<file path="src/rtl/multdiv_sequencer_pkg.sv">
// Shared definitions for the mul/div sequencer: FSM encoding, ALU opcodes and
// the r30 exception status codes written when the multdiv unit faults.
package md_pkg;

    localparam int DATA_W = 32;

    typedef enum logic [1:0] {
        IDLE  = 2'd0,
        ISSUE = 2'd1,
        WAIT  = 2'd2,
        DONE  = 2'd3
    } md_state_t;

    localparam logic [4:0] MD_OP_MUL = 5'b00110;
    localparam logic [4:0] MD_OP_DIV = 5'b00111;

    localparam logic [4:0]        RSTATUS_REG = 5'd30;
    localparam logic [DATA_W-1:0] RSTATUS_MUL = 32'd4;
    localparam logic [DATA_W-1:0] RSTATUS_DIV = 32'd5;

    function automatic logic [DATA_W-1:0] rstatus_code(input logic is_div);
        return is_div ? RSTATUS_DIV : RSTATUS_MUL;
    endfunction

endpackage

</file>
<file path="src/rtl/multdiv_sequencer_if.sv">
// Bundle between the execute stage / multdiv datapath (master) and the
// sequencer (slave).
interface multdiv_sequencer_if;
    import md_pkg::*;

    logic              op_valid;
    logic              op_is_div;
    logic [DATA_W-1:0] operand_a;
    logic [DATA_W-1:0] operand_b;
    logic [4:0]        dest_reg;
    logic              md_ready;
    logic              md_exception;
    logic [DATA_W-1:0] md_result;
    logic [DATA_W-1:0] md_a;
    logic [DATA_W-1:0] md_b;
    logic              ctrl_mult;
    logic              ctrl_div;
    logic              stall;
    logic              result_valid;
    logic [DATA_W-1:0] result_data;
    logic [4:0]        result_reg;
    logic              timeout_flag;

    modport slave (
        input  op_valid, op_is_div, operand_a, operand_b, dest_reg,
        input  md_ready, md_exception, md_result,
        output md_a, md_b, ctrl_mult, ctrl_div, stall,
        output result_valid, result_data, result_reg, timeout_flag
    );

    modport master (
        output op_valid, op_is_div, operand_a, operand_b, dest_reg,
        output md_ready, md_exception, md_result,
        input  md_a, md_b, ctrl_mult, ctrl_div, stall,
        input  result_valid, result_data, result_reg, timeout_flag
    );

endinterface

</file>
<file path="src/rtl/multdiv_sequencer_watchdog.sv">
// WAIT-state watchdog: cleared in ISSUE, counts WAIT cycles, flags the last
// allowed cycle. Only built when MD_TIMEOUT_EN is defined.
`ifdef MD_TIMEOUT_EN
module md_watchdog #(
    parameter int TIMEOUT_CYCLES = 64
) (
    input  logic clock,
    input  logic reset,
    input  logic clear,
    input  logic enable,
    output logic expire
);

    localparam int CW = $clog2(TIMEOUT_CYCLES) + 1;
    localparam logic [CW-1:0] LAST = CW'(TIMEOUT_CYCLES - 1);

    logic [CW-1:0] count;

    always_ff @(posedge clock or posedge reset) begin
        if (reset)
            count <= '0;
        else if (clear)
            count <= '0;
        else if (enable)
            count <= count + 1'b1;
    end

    // The FSM leaves WAIT on expiry, so the counter never needs to saturate.
    assign expire = enable && (count == LAST);

endmodule
`endif

</file>
<file path="src/rtl/multdiv_sequencer.sv">
// Sequences one mul/div through the shared multdiv unit while stalling the front
// of the pipeline. Define MD_TIMEOUT_EN to add the WAIT-state watchdog.
module multdiv_sequencer
    import md_pkg::*;
#(
    parameter int TIMEOUT_CYCLES = 64
) (
    input logic                clock,
    input logic                reset,
    multdiv_sequencer_if.slave bus
);

    if (TIMEOUT_CYCLES < 1) begin : g_bad_cfg
        $error("TIMEOUT_CYCLES must be at least 1");
    end

    md_state_t         state, state_nxt;
    logic [DATA_W-1:0] a_q, b_q;
    logic              is_div_q;
    logic [4:0]        rd_q;
    logic [DATA_W-1:0] res_data_q;
    logic [4:0]        res_reg_q;
    logic              wd_expire;
    logic              accept;

    assign accept = (state == IDLE) && bus.op_valid;

`ifdef MD_TIMEOUT_EN
    logic timeout_q;

    md_watchdog #(.TIMEOUT_CYCLES(TIMEOUT_CYCLES)) u_watchdog (
        .clock  (clock),
        .reset  (reset),
        .clear  (state == ISSUE),
        .enable (state == WAIT),
        .expire (wd_expire)
    );

    // Only a watchdog expiry without a same-cycle ready counts as a timeout.
    always_ff @(posedge clock or posedge reset) begin
        if (reset)
            timeout_q <= 1'b0;
        else if ((state == WAIT) && !bus.md_ready && wd_expire)
            timeout_q <= 1'b1;
    end

    assign bus.timeout_flag = timeout_q;
`else
    assign wd_expire        = 1'b0;
    assign bus.timeout_flag = 1'b0;
`endif

    always_ff @(posedge clock or posedge reset) begin
        if (reset)
            state <= IDLE;
        else
            state <= state_nxt;
    end

    always_comb begin
        state_nxt = state;
        unique case (state)
            IDLE:  if (bus.op_valid) state_nxt = ISSUE;
            ISSUE: state_nxt = WAIT;
            WAIT:  if (bus.md_ready || wd_expire) state_nxt = DONE;
            DONE:  state_nxt = IDLE;
            default: state_nxt = IDLE;
        endcase
    end

    always_ff @(posedge clock or posedge reset) begin
        if (reset) begin
            a_q        <= '0;
            b_q        <= '0;
            is_div_q   <= 1'b0;
            rd_q       <= '0;
            res_data_q <= '0;
            res_reg_q  <= '0;
        end else begin
            if (accept) begin
                a_q      <= bus.operand_a;
                b_q      <= bus.operand_b;
                is_div_q <= bus.op_is_div;
                rd_q     <= bus.dest_reg;
            end
            // Faults and timeouts both redirect the write to r30 with a status code.
            if (state == WAIT) begin
                if (bus.md_ready && !bus.md_exception) begin
                    res_data_q <= bus.md_result;
                    res_reg_q  <= rd_q;
                end else if (bus.md_ready || wd_expire) begin
                    res_data_q <= rstatus_code(is_div_q);
                    res_reg_q  <= RSTATUS_REG;
                end
            end
        end
    end

    assign bus.stall        = accept || (state == ISSUE) || (state == WAIT);
    assign bus.ctrl_div     = (state == ISSUE) && is_div_q;
    assign bus.ctrl_mult    = (state == ISSUE) && !is_div_q;
    assign bus.result_valid = (state == DONE);
    assign bus.result_data  = res_data_q;
    assign bus.result_reg   = res_reg_q;
    assign bus.md_a         = a_q;
    assign bus.md_b         = b_q;

endmodule
</file>
<file path="src/flat_wrapper.sv">
// flat-port wrapper written by rule: the top's interface ports become plain ports
module multdiv_sequencer_flat import md_pkg::*;
#(
    parameter int TIMEOUT_CYCLES = 64
)
  (clock, reset, bus_op_valid, bus_op_is_div, bus_operand_a, bus_operand_b, bus_dest_reg, bus_md_ready, bus_md_exception, bus_md_result, bus_md_a, bus_md_b, bus_ctrl_mult, bus_ctrl_div, bus_stall, bus_result_valid, bus_result_data, bus_result_reg, bus_timeout_flag);
  multdiv_sequencer_if bus_i ();
  input logic clock;
  input logic reset;
  input wire logic [$bits(bus_i.op_valid)-1:0] bus_op_valid;
  input wire logic [$bits(bus_i.op_is_div)-1:0] bus_op_is_div;
  input wire logic [$bits(bus_i.operand_a)-1:0] bus_operand_a;
  input wire logic [$bits(bus_i.operand_b)-1:0] bus_operand_b;
  input wire logic [$bits(bus_i.dest_reg)-1:0] bus_dest_reg;
  input wire logic [$bits(bus_i.md_ready)-1:0] bus_md_ready;
  input wire logic [$bits(bus_i.md_exception)-1:0] bus_md_exception;
  input wire logic [$bits(bus_i.md_result)-1:0] bus_md_result;
  output wire logic [$bits(bus_i.md_a)-1:0] bus_md_a;
  output wire logic [$bits(bus_i.md_b)-1:0] bus_md_b;
  output wire logic [$bits(bus_i.ctrl_mult)-1:0] bus_ctrl_mult;
  output wire logic [$bits(bus_i.ctrl_div)-1:0] bus_ctrl_div;
  output wire logic [$bits(bus_i.stall)-1:0] bus_stall;
  output wire logic [$bits(bus_i.result_valid)-1:0] bus_result_valid;
  output wire logic [$bits(bus_i.result_data)-1:0] bus_result_data;
  output wire logic [$bits(bus_i.result_reg)-1:0] bus_result_reg;
  output wire logic [$bits(bus_i.timeout_flag)-1:0] bus_timeout_flag;
  assign bus_i.op_valid = bus_op_valid;
  assign bus_i.op_is_div = bus_op_is_div;
  assign bus_i.operand_a = bus_operand_a;
  assign bus_i.operand_b = bus_operand_b;
  assign bus_i.dest_reg = bus_dest_reg;
  assign bus_i.md_ready = bus_md_ready;
  assign bus_i.md_exception = bus_md_exception;
  assign bus_i.md_result = bus_md_result;
  assign bus_md_a = bus_i.md_a;
  assign bus_md_b = bus_i.md_b;
  assign bus_ctrl_mult = bus_i.ctrl_mult;
  assign bus_ctrl_div = bus_i.ctrl_div;
  assign bus_stall = bus_i.stall;
  assign bus_result_valid = bus_i.result_valid;
  assign bus_result_data = bus_i.result_data;
  assign bus_result_reg = bus_i.result_reg;
  assign bus_timeout_flag = bus_i.timeout_flag;
  multdiv_sequencer #(.TIMEOUT_CYCLES(TIMEOUT_CYCLES)) u_core (.clock(clock), .reset(reset), .bus(bus_i));
endmodule
</file>
<file path="config.mk">
export PLATFORM = sky130hd
export DESIGN_NAME = multdiv_sequencer_flat
export DESIGN_NICKNAME = d
export VERILOG_FILES = /design/src/rtl/multdiv_sequencer_pkg.sv /design/src/rtl/multdiv_sequencer_if.sv /design/src/rtl/multdiv_sequencer_watchdog.sv /design/src/rtl/multdiv_sequencer.sv /design/src/flat_wrapper.sv
export SDC_FILE = /design/constraint.sdc
export NUM_CORES = 1
export LEC_CHECK = 0
export BUFFER_PORTS_ARGS = -buffer_cell sky130_fd_sc_hd__buf_2
export CORE_MARGIN = 4
export CORE_UTILIZATION = 46
export CTS_CLUSTER_SIZE = 8
export DETAILED_ROUTE_END_ITERATION = 16
export PLACE_DENSITY = 0.8
export SLEW_MARGIN = 30
export SYNTH_ARGS = -nofsm -noshare
export SYNTH_HDL_FRONTEND = slang
export SYNTH_HIERARCHICAL = 1
export SYNTH_SLANG_ARGS = --single-unit
</file>
<file path="constraint.sdc">
create_clock -name clock -period 3.7 [get_ports clock]
set_input_delay 0.555 -clock clock [delete_from_list [all_inputs] [get_ports clock]]
set_output_delay 0.555 -clock clock [all_outputs]
set_load 0.02 [all_outputs]
</file>
==> results.json <==
{
  "status": "complete, no violations",
  "synth_fp_nets": 442,
  "drtAntennaViolNets": 0,
  "period_share_pct": 62.4,
  "nets": 646,
  "max_slew.worst_pin.slew_ns": 0.791,
  "arrival_ns": 1.75,
  "dpl_worst_slack_ns": 1.54,
  "maxCapViolations": 0,
  "ctsRootBufferMaster": "clkbuf_8",
  "postLayoutSetupSlackWorst_ns": 1.39,
  "drive_above_1_share_pct": 56.2,
  "period_minus_slack_ns": 2.31,
  "cts_resized": 0,
  "nFillCells": 804,
  "grt_max_degree": 90,
  "antenna_found_initial": 0,
  "syn_inst": 330,
  "start_util_pct": 47.5,
  "path_clk_slew_ns": 0.11,
  "dr.pass1.iters": 4,
  "rows": 35,
  "rsz0062_at_grt": "no",
  "hold_violations": 0,
  "diodes": 0,
  "dp_hpwl_um": 7570,
  "fmax_ghz": 0.433,
  "synth_top_area_share_pct": 62.2,
  "grt.overflow.total": 0,
  "worst-setup-path-type": "flop to primary output",
  "die-height_um": 106,
  "place.gp.congestion": 0.719,
  "ys_seq_area_share_pct": 62.2,
  "grt_pass1_wl_um": 15800,
  "cts_tree": "yes",
  "clk_latency_ns": 0.36,
  "drt-initial-drc-count": 117,
  "cts_made_buffers": 9,
  "max_stage_delay_ns": 0.42,
  "htree_levels": 3,
  "mostFrequentLayoutCells": "buf_2 (211), dfrtp_1 (109), mux2_2 (67)",
  "yosysUniqueCellTypes": 22,
  "synth_area_per_cell_um2": 13.3,
  "setup_violations": 0,
  "path_max_fanout": 31,
  "max_slew_margin_pct": 47.3,
  "worstSetupStartpointType": "flop",
  "r2r_cells": 5,
  "worstHoldPathType": "input pin to asynchronous set/reset pin",
  "vias": 3112,
  "core_um2": 9240,
  "yosysWarnings": 6,
  "yosys-top-cells-area": "dfrtp_1 (62%), mux2_2 (17%), nand2b_1 (4.4%)",
  "grt_pass1_vias": 3163,
  "syn_to_final_growth_pct": 28.8,
  "wl_per_cell_um": 15.0,
  "crit_slowest_cell": "dfrtp_1",
  "drc_errors": 0,
  "post_cts_buffers": 0,
  "avgViaCountPerCell": 4.66,
  "boundaryPins": 213,
  "gr-usage-all-layers_pct": 17.8,
  "die-area_um2": 11200,
  "cts_hold_buffers": 0,
  "p_leak_nw": 2.93,
  "ir_drop_mv": 0.435,
  "fin_setup_tns_ns": 0,
  "critPathRequiredTime_ns": 3.14,
  "portBuffers": 211,
  "worst_setup_path_end_kind": "primary output",
  "cp_cell_sequence": "inv_1 > ha_1 > nand2_4 > nand2_1 > buf_2",
  "synth_largest_area_cell": "dfrtp_1",
  "syn_area_um2": 4390,
  "yosys_register_bits": 109,
  "wl_um": 10000,
  "die_w_um": 106,
  "clock_path_buffers": 2,
  "final_common_cell": "buf_2",
  "power.density_nw_per_um2": 911,
  "cts_sinks": 109,
  "clock_skew_ns": 0.0132,
  "slew_violations": 0
}
[cell families (layout without fill, tap and decap cells)]
logic type	after synthesis	in the layout	synth area share [%]
buffers and inverters	24	233	3.99
muxes	72	72	18.8
DFF	109	109	62.2
adders and majority gates	5	5	1.43
other	1	1	0.0855
and+or+nand+nor	80	80	8.96
AOI/OAI and AO/OA	39	39	4.56
[worst paths after layout]
check                                                         end  slack, ns                              startpoint
max                                                     bus_stall       1.39             u_core/state[0]$_DFFE_PP0P_
max reg2reg                       u_core/bus.md_b[27]$_DFFE_PP0P_       1.53             u_core/state[0]$_DFFE_PP0P_
max in group asynchronous         u_core/bus.md_a[14]$_DFFE_PP0P_       2.58                                   reset
min                                u_core/bus.md_a[2]$_DFFE_PP0P_       0.33                                   reset
min in group clock                u_core/bus.md_b[21]$_DFFE_PP0P_       0.42                       bus_operand_b[21]
min reg2reg                u_core/bus.result_data[27]$_DFFE_PP0P_       0.49  u_core/bus.result_data[27]$_DFFE_PP0P_
[area by class of cell]
| type | count | area, µm² | share of cell area (%) |
|---|---|---|---|
| well taps | 129 | 161 | 2.86 |
| multi-input cells | 197 | 1490 | 26.4 |
| clock inverters | 7 | 56.3 | 0.996 |
| repair buffers | 213 | 1070 | 19.0 |
| clock buffers | 9 | 124 | 2.19 |
| inverters | 4 | 20.0 | 0.354 |
| flip-flops and latches | 109 | 2730 | 48.3 |
[routing by layer]
metal / track usage [%] / vias up / share of wire [%]
li1: - / 1505 / -
met1: 21.2 / 1492 / 39
met2: 31.5 / 109 / 52
met3: 5.08 / 6 / 7.5
met4: 4.53 / 0 / 0.92
met5: 0 / - / 0
[through the flow]
step           power, mW  hold slack (ns)  cell area, µm²  std cells  util, %
6_report            5.15            0.330            5650        668     61.2
5_1_grt             5.49            0.390            5650        668     61.2
4_1_cts             5.23            0.360            5650        668     61.2
3_5_place_dp        4.56            0.465            5470        652     59.2
3_3_place_gp        4.45            0.459            5460        652     59.1
2_1_floorplan       3.72            0.480            4390        330        -
[worst max-delay path: cells and delay by family (launching register included)]
family / cells / cell delay, ns
buf+inv: 2 / 0.28
fa+ha+maj: 1 / 0.24
flops: 1 / 0.42
simple gates: 2 / 0.46
[where the power goes]
part	switching (mW)	internal [mW]
Clock	0.408	0.253
Combinational	1.43	0.964
Sequential	0.298	1.79
[cells in the mapped netlist (all sizes together)]
cell / instances
dfrtp: 109
mux2: 71
nand2: 40
o21ai: 37
nand2b: 31
clkbuf: 11
buf: 9
nor2: 6
ha: 5
inv: 4
nor2b: 2
a21oi: 1
and2: 1
conb: 1
mux2i: 1
o32a: 1
Power figures use the tool's default switching activity.
